`config.mk`:
```
export PLATFORM = sky130hd
export DESIGN_NAME = spi_burst_arbiter
export DESIGN_NICKNAME = d
export VERILOG_FILES = /design/src/rtl/spi_pkg.sv /design/src/rtl/rr_arbiter.sv /design/src/rtl/spi_burst_arbiter.sv
export SDC_FILE = /design/constraint.sdc
export NUM_CORES = 1
export LEC_CHECK = 0
export ABC_AREA = 0
export CORE_ASPECT_RATIO = 0.5
export CORE_MARGIN = 3
export CORE_UTILIZATION = 35
export CTS_CLUSTER_DIAMETER = 40
export DETAILED_ROUTE_END_ITERATION = 6
export PLACE_DENSITY = 0.68
export SLEW_MARGIN = 20
export SYNTH_ARGS = -nofsm -noshare
export SYNTH_HDL_FRONTEND = slang
export SYNTH_SLANG_ARGS = --single-unit
```
`constraint.sdc`:
```
create_clock -name i_master_clk -period 2.1 [get_ports i_master_clk]
set_input_delay 0.525 -clock i_master_clk [delete_from_list [all_inputs] [get_ports i_master_clk]]
set_output_delay 0.525 -clock i_master_clk [all_outputs]
set_load 0.01 [all_outputs]
```
`src/rtl/spi_pkg.sv`:
```
// Shared FSM encoding and default parameters for the SPI burst arbiter.
package spi_pkg;

  typedef enum logic [1:0] {
    ST_IDLE    = 2'd0,
    ST_SEND    = 2'd1,
    ST_WAIT_RX = 2'd2,
    ST_DONE    = 2'd3
  } arb_state_t;

  localparam int DEF_NUM_REQ = 2;
  localparam int DEF_LEN_W   = 4;
  localparam int DEF_TIMEOUT = 255;

  // Index width that stays legal for a single requester.
  function automatic int idx_width(input int n);
    return (n > 1) ? $clog2(n) : 1;
  endfunction

endpackage

```
`src/rtl/rr_arbiter.sv`:
```
// Round-robin one-hot grant: search starts at the index after ptr and wraps.
module rr_arbiter
  import spi_pkg::*;
#(
  parameter int N     = DEF_NUM_REQ,
  parameter int PTR_W = idx_width(DEF_NUM_REQ)
) (
  input  logic [N-1:0]     req,
  input  logic [PTR_W-1:0] ptr,
  output logic [N-1:0]     gnt
);

  always_comb begin
    logic             found;
    logic [PTR_W-1:0] cand;
    gnt   = '0;
    found = 1'b0;
    cand  = '0;
    for (int i = 1; i <= N; i++) begin
      cand = PTR_W'((int'(ptr) + i) % N);
      if (!found && req[cand]) begin
        gnt[cand] = 1'b1;
        found     = 1'b1;
      end
    end
  end

endmodule

```
`src/rtl/spi_burst_arbiter.sv`:
```
// Shares one SPI master byte port among NUM_REQ requesters, one burst at a time,
// with round-robin grant and a per-byte RX timeout.
module spi_burst_arbiter
  import spi_pkg::*;
#(
  parameter int NUM_REQ = DEF_NUM_REQ,
  parameter int LEN_W   = DEF_LEN_W,
  parameter int TIMEOUT = DEF_TIMEOUT
) (
  input  logic                            i_master_clk,
  input  logic                            i_master_rst_n,
  input  logic [NUM_REQ-1:0]              i_REQ,
  input  logic [NUM_REQ-1:0][LEN_W-1:0]   i_REQ_LEN,
  input  logic [NUM_REQ-1:0][7:0]         i_REQ_TX_BYTE,
  output logic [NUM_REQ-1:0]              o_GNT,
  output logic [NUM_REQ-1:0]              o_REQ_TX_POP,
  output logic [NUM_REQ-1:0]              o_REQ_RX_VALID,
  output logic [7:0]                      o_REQ_RX_BYTE,
  output logic [NUM_REQ-1:0]              o_REQ_DONE,
  output logic [NUM_REQ-1:0]              o_REQ_ERR,
  output logic                            o_SPI_TX_VALID,
  output logic [7:0]                      o_SPI_TX_BYTE,
  input  logic                            i_SPI_TX_READY,
  input  logic                            i_SPI_RX_VALID,
  input  logic [7:0]                      i_SPI_RX_BYTE
);

  localparam int IDX_W  = idx_width(NUM_REQ);
  localparam int TOUT_W = $clog2(TIMEOUT + 1);

  arb_state_t          state_reg, state_next;
  logic [NUM_REQ-1:0]  gnt_reg, gnt_next;
  logic [IDX_W-1:0]    gnt_idx_reg, gnt_idx_next;
  logic [IDX_W-1:0]    ptr_reg, ptr_next;
  logic [LEN_W-1:0]    len_reg, len_next;
  logic [LEN_W-1:0]    byte_cnt_reg, byte_cnt_next;
  logic [TOUT_W-1:0]   tout_cnt_reg, tout_cnt_next;
  logic                err_reg, err_next;

  logic [NUM_REQ-1:0]  valid_req;
  logic [NUM_REQ-1:0]  arb_gnt;
  logic [IDX_W-1:0]    arb_idx;
  logic [LEN_W-1:0]    byte_inc;
  logic [TOUT_W-1:0]   tout_inc;

  // Zero-length requests are invisible to the arbiter, so they never win or move the pointer.
  genvar gi;
  generate
    for (gi = 0; gi < NUM_REQ; gi++) begin : g_valid
      assign valid_req[gi] = i_REQ[gi] && (i_REQ_LEN[gi] != '0);
    end
  endgenerate

  rr_arbiter #(
    .N     (NUM_REQ),
    .PTR_W (IDX_W)
  ) u_rr_arbiter (
    .req (valid_req),
    .ptr (ptr_reg),
    .gnt (arb_gnt)
  );

  always_comb begin
    arb_idx = '0;
    for (int i = 0; i < NUM_REQ; i++) begin
      if (arb_gnt[i]) arb_idx = IDX_W'(i);
    end
  end

  assign byte_inc = byte_cnt_reg + 1'b1;
  assign tout_inc = tout_cnt_reg + 1'b1;
  assign o_GNT    = gnt_reg;

  always_ff @(posedge i_master_clk or negedge i_master_rst_n) begin
    if (!i_master_rst_n) begin
      state_reg    <= ST_IDLE;
      gnt_reg      <= '0;
      gnt_idx_reg  <= '0;
      ptr_reg      <= IDX_W'(NUM_REQ - 1);
      len_reg      <= '0;
      byte_cnt_reg <= '0;
      tout_cnt_reg <= '0;
      err_reg      <= 1'b0;
    end else begin
      state_reg    <= state_next;
      gnt_reg      <= gnt_next;
      gnt_idx_reg  <= gnt_idx_next;
      ptr_reg      <= ptr_next;
      len_reg      <= len_next;
      byte_cnt_reg <= byte_cnt_next;
      tout_cnt_reg <= tout_cnt_next;
      err_reg      <= err_next;
    end
  end

  always_comb begin
    state_next     = state_reg;
    gnt_next       = gnt_reg;
    gnt_idx_next   = gnt_idx_reg;
    ptr_next       = ptr_reg;
    len_next       = len_reg;
    byte_cnt_next  = byte_cnt_reg;
    tout_cnt_next  = tout_cnt_reg;
    err_next       = err_reg;
    o_REQ_TX_POP   = '0;
    o_REQ_RX_VALID = '0;
    o_REQ_RX_BYTE  = '0;
    o_REQ_DONE     = '0;
    o_REQ_ERR      = '0;
    o_SPI_TX_VALID = 1'b0;
    o_SPI_TX_BYTE  = '0;

    case (state_reg)
      ST_IDLE: begin
        byte_cnt_next = '0;
        tout_cnt_next = '0;
        err_next      = 1'b0;
        if (valid_req != '0) begin
          gnt_next     = arb_gnt;
          gnt_idx_next = arb_idx;
          len_next     = i_REQ_LEN[arb_idx];
          state_next   = ST_SEND;
        end
      end

      ST_SEND: begin
        o_SPI_TX_VALID = 1'b1;
        o_SPI_TX_BYTE  = i_REQ_TX_BYTE[gnt_idx_reg];
        if (i_SPI_TX_READY) begin
          o_REQ_TX_POP  = gnt_reg;
          tout_cnt_next = '0;
          state_next    = ST_WAIT_RX;
        end
      end

      ST_WAIT_RX: begin
        // An RX byte on the last permitted cycle still wins over the timeout.
        if (i_SPI_RX_VALID) begin
          o_REQ_RX_VALID = gnt_reg;
          o_REQ_RX_BYTE  = i_SPI_RX_BYTE;
          byte_cnt_next  = byte_inc;
          state_next     = (byte_inc == len_reg) ? ST_DONE : ST_SEND;
        end else begin
          tout_cnt_next = tout_inc;
          if (tout_inc == TOUT_W'(TIMEOUT)) begin
            err_next   = 1'b1;
            state_next = ST_DONE;
          end
        end
      end

      ST_DONE: begin
        o_REQ_DONE = gnt_reg;
        o_REQ_ERR  = err_reg ? gnt_reg : '0;
        gnt_next   = '0;
        ptr_next   = gnt_idx_reg;
        state_next = ST_IDLE;
      end

      default: state_next = ST_IDLE;
    endcase
  end

endmodule

```
# After elaboration in Yosys (flattened, before gate mapping)
# Cells that the tools add are included.
[totals] regBits=23 output_inout_bits=27 wordCells=92
[classes] add_sub_neg=4 magnitude_cmp=6 n_eq_ne=11 n_mux=43 bitwise=1 reduce_logical=19
[op_table] cell="$mux 8" n=7
[op_table] cell="$mux 2" n=15
[op_table] cell="$pmux 8 s3" n=1
[op_table] cell="$mux 4" n=3
[op_table] cell="$mux 1" n=11
[op_table] cell="$ne 2x2->1 const B" n=5
[op_table] cell="$reduce_and 3->1" n=3
[op_table] cell="$add 8x1->8 const B" n=1
[op_table] cell="$eq 8x8->1 const B" n=1
[op_table] cell="$lt 1x2->1 const B" n=4
[op_table] cell="$pmux 2 s4" n=1
[op_table] cell="$pmux 4 s2" n=1
[op_table] cell="$reduce_bool 4->1" n=2
[op_table] cell="$reduce_and 2->1" n=3
[op_table] cell="$reduce_bool 2->1" n=3
[op_table] cell="$logic_and 1x1->1" n=5
[op_table] cell="$add 4x1->4 const B" n=1
[op_table] cell="$eq 2x2->1 const B" n=2
[op_table] cell="$eq 4x4->1" n=1
[op_table] cell="$pmux 2 s2" n=1
[op_table] cell="$ne 3x3->1 const B" n=1
[op_table] cell="$reduce_bool 3->1" n=1
[op_table] cell="$add 1x1->1 const B" n=2
[op_table] cell="$demux 1 s1" n=2
[op_table] cell="6 further kinds" n=7

# Logic depth before layout (Yosys ltp)
# Gate-level depths: netlist of run 1.
[logic_depth] depth_word=11 mapped_depth=7 depth_no_buf=6

# Hierarchy
# A second synthesis of run 1 with hierarchy kept.
[unflattened] cells_unflattened=182 hier_area_um2=1591.5
[by_module_without_submodules] module="spi_burst_arbiter" n_inst=1 cells_per_inst=179 area_per_inst_um2=1572.8 seq_area_each_um2=576.8
[by_module_without_submodules] module="rr_arbiter" n_inst=1 cells_per_inst=3 area_per_inst_um2=18.8 seq_area_each_um2=0.0

# Worst setup path before layout of run 1
# Ideal clock, no wire load.
[synth_path] path_kind="register to register" from="register tout_cnt_reg[0]" to="register state_reg[0]" setup_ns=0.082 t_arrival_ns=1.806 slack_ns=0.212 stages_incl_launch_ff=7 n_path_buf=0 path_cell_list="dfrtp_1 > ha_1 > and3_1 > and3_4 > xnor2_1 > or4_4 > a31oi_1"
[synth_via] elab_chain_len=4
[synth_rtl] item="start: declaration" line_no="spi_burst_arbiter.sv:37" source="logic [TOUT_W-1:0] tout_cnt_reg, tout_cnt_next;"
[synth_rtl] item="start signal: assignment" line_no="spi_burst_arbiter.sv:91" source="tout_cnt_reg <= tout_cnt_next;"
[synth_rtl] item="$add 8x1->8" line_no="spi_burst_arbiter.sv:71" source="assign tout_inc = tout_cnt_reg + 1'b1;"
[synth_rtl] item="$eq 8x8->1" line_no="spi_burst_arbiter.sv:145" source="if (tout_inc == TOUT_W'(TIMEOUT)) begin"
[synth_rtl] item="$ne 3x3->1 (no source line)"
[synth_rtl] item="$reduce_and 3->1 (no source line)"
[synth_rtl] item="end signal: assignment" line_no="spi_burst_arbiter.sv:85" source="state_reg <= state_next;"
[synth_rtl] item="end: declaration" line_no="spi_burst_arbiter.sv:31" source="arb_state_t state_reg, state_next;"
# Every way passes these cells.
# A chain may end at the register's enable or synchronous reset.

# Final worst setup path of run 1
[layout_path] from="register tout_cnt_reg[1]" to="register state_reg[0]"
# Same word-level chain as after synthesis.

==> results of run 1 <==
==> area by class of cell <==
type / instances / area (um^2)
inverters: 5 / 18.8
flip-flops and latches: 23 / 578
repair buffers: 90 / 796
multi-input cells: 141 / 907
clock buffers: 3 / 41.3
fillers: 381 / 1630
well taps: 54 / 67.6
clock inverters: 1 / 5.00
==> per-layer routing <==
layer | global-route usage, % | up-vias | share of wire, % | wire length (um)
met2 | 31.1 | 51 | 45 | 2070
met3 | 5.18 | 6 | 7.2 | 328
met4 | 4.08 | 0 | 0.94 | 43
met1 | 24.0 | 761 | 47 | 2140
met5 | 0 | - | 0 | 0
li1 | - | 806 | - | -
==> worst reg2reg max path: stages (launching register included) <==
cell     delay (ns)
dfrtp_1        0.43
ha_2           0.22
and3_1         0.21
and3_4         0.20
xnor2_1        0.12
or4_4          0.55
a31oi_1        0.20
==> cells in the mapped netlist (4+ instances only) <==
master	n
clkbuf_1	8
nand2b_1	4
o21ai_0	14
nor2_1	20
nand2_1	12
a21oi_1	8
xnor2_1	7
and2_1	14
dfrtp_1	22
mux2i_1	8
and3_1	5
a22oi_1	5
inv_1	5
a22o_1	4
nand3_1	6
==> cell families after synthesis <==
logic type	count (synthesis)	share of synthesized area [%]
and+or+nand+nor	73	25.0
DFF	23	38.0
muxes	9	6.01
adders and majority gates	3	2.47
AOI/OAI and AO/OA	46	19.5
buffers and inverters	13	3.21
xor gates and xnor gates	10	5.77
==> stage by stage <==
stage                     setup TNS (ns)  instances  hold slack (ns)
after global placement             -6.19        309            0.472
final                                  0        317            0.504
after detailed placement           -6.64        309            0.491
after CTS                              0        318            0.507
after floorplan                        0        177            0.229
after global routing             -0.0293        317            0.563
==> repair_timing <==
action                                  4_1_cts  5_1_grt
gates resized for setup                      38        9
setup buffers                                 4        0
pin swaps                                     1        1
cloned                                        1        0
endpoints found under the setup margin       22       14
==> power breakdown <==
group | internal, W | switching (W)
logic | 0.000675 | 0.000651
clock network | 0.000133 | 0.000149
registers | 0.000573 | 0.000118
total | 0.00138 | 0.000918
==> path summary, 6_finish.rpt <==
| path | startpoint | to | slack (ns) | depth (start not counted) |
|---|---|---|---|---|
| min in group asynchronous | i_master_rst_n | tout_cnt_reg[6] | 0.61 | 2 |
| max | tout_cnt_reg[1] | state_reg[0] | 0.08 | 6 |
| max in group asynchronous | i_master_rst_n | ptr_reg | 1.20 | 2 |
| min | ptr_reg | ptr_reg | 0.50 | 2 |
| max reg2reg | tout_cnt_reg[1] | state_reg[0] | 0.08 | 6 |
| min reg2reg | ptr_reg | ptr_reg | 0.50 | 2 |
==> summary.md, run 1 <==
| Metric | Value |
|---|---|
| Synthesized cell area | `around 1500 um^2` |
| Fin nets | `roughly 300` |
| Largest net degree at the start of global routing | `24` |
| Register bit total from synthesis | `23` |
| Fraction of layout cells with a size suffix above 1 | `17.1%` |
| Diode count | `0` |
| Tcrit/Tclk final | `96.2%` |
| Most frequent cells in the layout | `clkdlybuf4s50_1, buf_4, dfrtp_1` |
| CTS Buffer Depth | `2` |
| Clk sinks | `23` |
| Gr ovfl total | `0` |
| Primary FF master, synth | `dfrtp_1` |
| Initial antenna violation count | `0` |
| Die Width | `between 90 and 100 um` |
| Vias in the first global route | `1593` |
| CTS Buf Count | `3` |
| DRC | `0` |
| Net count after synthesis | `around 220` |
| Min Tclk post-route | `a little over 2 ns` |
| Max reg flops | `8` |
| Final setup viols | `0` |
| Yosys cell types | `36` |
| Worst EP arrival | `2.20 ns` |
| Io pins | `65` |
| First-pass GRT wire length | `~7.6 mm` |
| Antenna Violating Nets Remaining | `0` |
| Buf/Inv on CP | `0` |
| DRT Wirelength | `4.58 mm` |
| Lkg Pwr | `1.17 nW` |
| Reg clk slew, reported paths | `approximately 0.08 ns` |
| Total power | `around 0.0023 W` |
| Routed wire per std cell | `14.4 um` |
| Dominant cell type by area after synthesis | `dfrtp_1` |
| Status | `finished, final reports clean` |
| Initial DRT Pass Iterations | `4` |
| Worst Hold Class | `reg2reg` |
| Register area share after synthesis | `38.0%` |
| Final instance area | `~2400 um^2` |
| Synth warn | `0` |
| Crit-path max FO | `5` |
| EDFF count, synth | `0` |
| Worst ir drop on vdd | `roughly 0.45 mV` |
| Final-report max-slew violation count | `0` |
| Least-Margin Pin Slew | `roughly 0.35 ns` |
| Commonest non-fill, non-tap cell in the layout | `clkdlybuf4s50_1` |
| Synth area leaders | `dfrtp_1, and2_1, mux2i_1` |
| Clock Skews | `0.00384 ns` |
| Syn Inst Count | `around 180` |
| Startpoint types | `register` |
| Worst setup EP type | `register` |
| HPWL after DPL | `between 3 and 4 mm` |
| Core Rows | `16` |
| Critical Path RT | `~2.3 ns` |
| Final worst slack | `slightly above 0.08 ns` |
| DP Area | `about 2400 um^2` |
| Via/cell ratio | `around 5.1` |
| Pre-CTS WS | `-0.508 ns` |
| Layout Utilization | `59.7%` |
| Worst setup path category | `reg2reg` |
| Top delay family on crit path | `simple AND/OR/NAND/NOR gates` |
| RePlAce Congestion | `slightly below 0.8` |
| Die ar. | `5210 um^2` |
| Via count | `around 1600` |
| Clock latency on the worst-skew pair | `~0.27 ns` |
| Clk root buf | `clkbuf_8` |
| Max cap viols | `0` |
| Final hold vios | `0` |
| All-Layer GR Usage | `between 10% and 20%` |
| CP max-delay cell | `or4_4` |
| Maximum clock frequency | `roughly 500 MHz` |
| Ys async rst share | `between 90% and 100%` |
| Critical path, cell by cell | `ha_2, and3_1, and3_4, xnor2_1, or4_4, a31oi_1` |
| H-tree lvl count | `1` |
| Hold Buf Count CTS | `0` |
| Max incr delay on CP | `between 0.5 and 0.6 ns` |
| Pwr dens | `between 900 and 1000 nW/um^2` |
| TritonCTS clock tree | `yes` |
| Die H | `between 50 and 60 um` |
| Port Buffers | `64` |
| Core Area | `roughly 4000 um^2` |
| Syn avg cell area | `around 8.6 um^2` |
| Starting DRC count in detailed routing | `110` |
| Max-slew headroom at the worst pin | `~77%` |
| P&R area growth vs syn | `58.9%` |
| Top cell type's share of synthesized area | `between 30% and 40%` |
| Starting Density | `~38%` |
(Power assumes the default switching activity.)
==> run 2: changes to the inputs <==
Settings changed: CORE_UTILIZATION 35 to 42, PLACE_DENSITY 0.68 to 0.8.
==> summary.md, run 2 (synthesis results as in run 1) <==
| Metric | Value |
|---|---|
| Die H | `slightly below 50 um` |
| Die Width | `just over 90 um` |
| Worst setup path category | `reg2out` |
| Setup TNS | `0 ns` |
| Critical path, cell by cell | `nor3b_4, buf_2, buf_4, buf_4, and2_1, buf_2` |
| Hold Buf Count CTS | `0` |
| Most frequent cells in the layout | `clkdlybuf4s50_1, dfrtp_1, buf_4` |
| Final-report max-slew violation count | `0` |
| DRC | `0` |
| Diode count | `0` |
| RePlAce Congestion | `roughly 0.84` |
| Placed Instances | `298` |
| Status | `finished, final reports clean` |
| Starting DRC count in detailed routing | `99` |
| Clock Skews | `approximately 0.0026 ns` |
| Max reg flops | `8` |
| Lkg Pwr | `1.15 nW` |
| Critical Path RT | `1.57 ns` |
| DRT Wirelength | `between 4 and 5 mm` |
| Reg clk slew, reported paths | `about 0.08 ns` |
| Initial antenna violation count | `0` |
| CP max-delay cell | `dfrtp_2` |
| HPWL after DPL | `~3.5 mm` |
| Layout Cells excl Fill | `about 310` |
| Fraction of layout cells with a size suffix above 1 | `14.7%` |
| Least-Margin Pin Slew | `0.422 ns` |
| Clk root buf | `clkbuf_8` |
| Worst setup EP type | `primary output` |
| TritonCTS clock tree | `yes` |
| Pwr dens | `955 nW/um^2` |
| Gr ovfl total | `0` |
| Worst EP arrival | `1.53 ns` |
| Fin nets | `301` |
| Max-slew headroom at the worst pin | `71.7%` |
| Min Tclk post-route | `between 2 and 2.5 ns` |
| CTS Buf Count | `3` |
| Worst ir drop on vdd | `0.531 mV` |
| CTS Buffer Depth | `2` |
| Core Rows | `14` |
| Io pins | `65` |
| Clk sinks | `23` |
| Vias in the first global route | `approximately 1500` |
| Max cap viols | `0` |
| H-tree lvl count | `1` |
| Reg area | `roughly 580 um^2` |
| Via count | `roughly 1600` |
| First-pass GRT wire length | `7.56 mm` |
| Final setup viols | `0` |
| Commonest non-fill, non-tap cell in the layout | `clkdlybuf4s50_1` |
| Area occupied by multi-input gates | `between 900 and 1000 um^2` |
| Initial DRT Pass Iterations | `4` |
| All-Layer GR Usage | `21.2%` |
| Via/cell ratio | `about 5.2` |
| Fillers | `roughly 250` |
| P&R area growth vs syn | `56.6%` |
| Antenna Violating Nets Remaining | `0` |
| Final hold vios | `0` |
| Starting Density | `between 40% and 50%` |
| Core Area | `3220 um^2` |
| Largest net degree at the start of global routing | `24` |
| Startpoint types | `register` |
| Max incr delay on CP | `~0.45 ns` |
| Maximum clock frequency | `~490 MHz` |
| Clock latency on the worst-skew pair | `0.26 ns` |
| Tcrit/Tclk final | `between 90% and 100%` |
| Worst Hold Class | `reg2reg` |
| Port Buffers | `between 60 and 70` |
| Crit-path max FO | `5` |
| Routed wire per std cell | `approximately 15 um` |
| Die ar. | `around 4400 um^2` |
## run 2: cell count changes in the layout (fill, tap and decap cells not counted), sizes merged
cell and change:
buf -5, clkbuf +1, clkdlybuf4s15 +2, clkinv -1, dlygate4sd2 -1
## run 2: timing repair
action / CTS / global route
pin swaps: 1 / 1
cloned: 1 / 0
endpoints found under the setup margin: 22 / 13
setup buffers: 4 / 0
resized for setup: 34 / 11
## run 2: per-stage QoR
stage               worst slack (ns)  instance area, um^2  hold WS [ns]  util [%]  power (W)
finish                        0.0432                 2380         0.498      73.8    0.00227
global route                 -0.0138                 2380         0.541      73.8    0.00246
CTS                          0.00863                 2380         0.503      73.7    0.00227
detailed placement            -0.515                 2320         0.491      71.9    0.00203
global placement              -0.469                 2320         0.465      71.9    0.00200
floorplan                      0.212                 1520         0.229         -    0.00141
## run 2: power breakdown
| group | internal [W] | total [W] | switching [W] | leakage (nW) |
|---|---|---|---|---|
| clock network | 0.000135 | 0.000275 | 0.000139 | 0.0228 |
| logic | 0.000655 | 0.00130 | 0.000644 | 0.834 |
| registers | 0.000573 | 0.000696 | 0.000123 | 0.295 |
## run 2: final cells by class
class | count | share of cell area [%]
Clock buffer | 4 | 1.89
Multi-Input combinational cell | 141 | 38.0
Inverter | 5 | 0.789
Timing Repair Buffer | 86 | 32.5
Sequential cell | 23 | 24.3
Tap cell | 48 | 2.52
## run 2: worst max-delay path, delay by kind of cell, from the launching register on
kind          cells  cell delay, ns
buf+inv           4            0.48
flops             1            0.45
simple gates      2            0.33
## run 2: final timing paths
path | end | cells after the start | startpoint | slack [ns]
min in group asynchronous | byte_cnt_reg[2] | 2 | i_master_rst_n | 0.61
max reg2reg | state_reg[0] | 6 | tout_cnt_reg[1] | 0.11
max | o_REQ_RX_BYTE[5] | 6 | state_reg[0] | 0.04
max in group asynchronous | ptr_reg | 2 | i_master_rst_n | 1.21
min reg2reg | ptr_reg | 2 | ptr_reg | 0.50
min | ptr_reg | 2 | ptr_reg | 0.50
## run 2: layer usage
metal | track usage [%] | vias to the layer above | part of all wire, %
met5 | 0 | - | 0
met4 | 4.25 | 0 | 0.80
met3 | 6.81 | 4 | 6.3
met2 | 35.1 | 49 | 45
met1 | 27.4 | 747 | 48
li1 | - | 792 | -
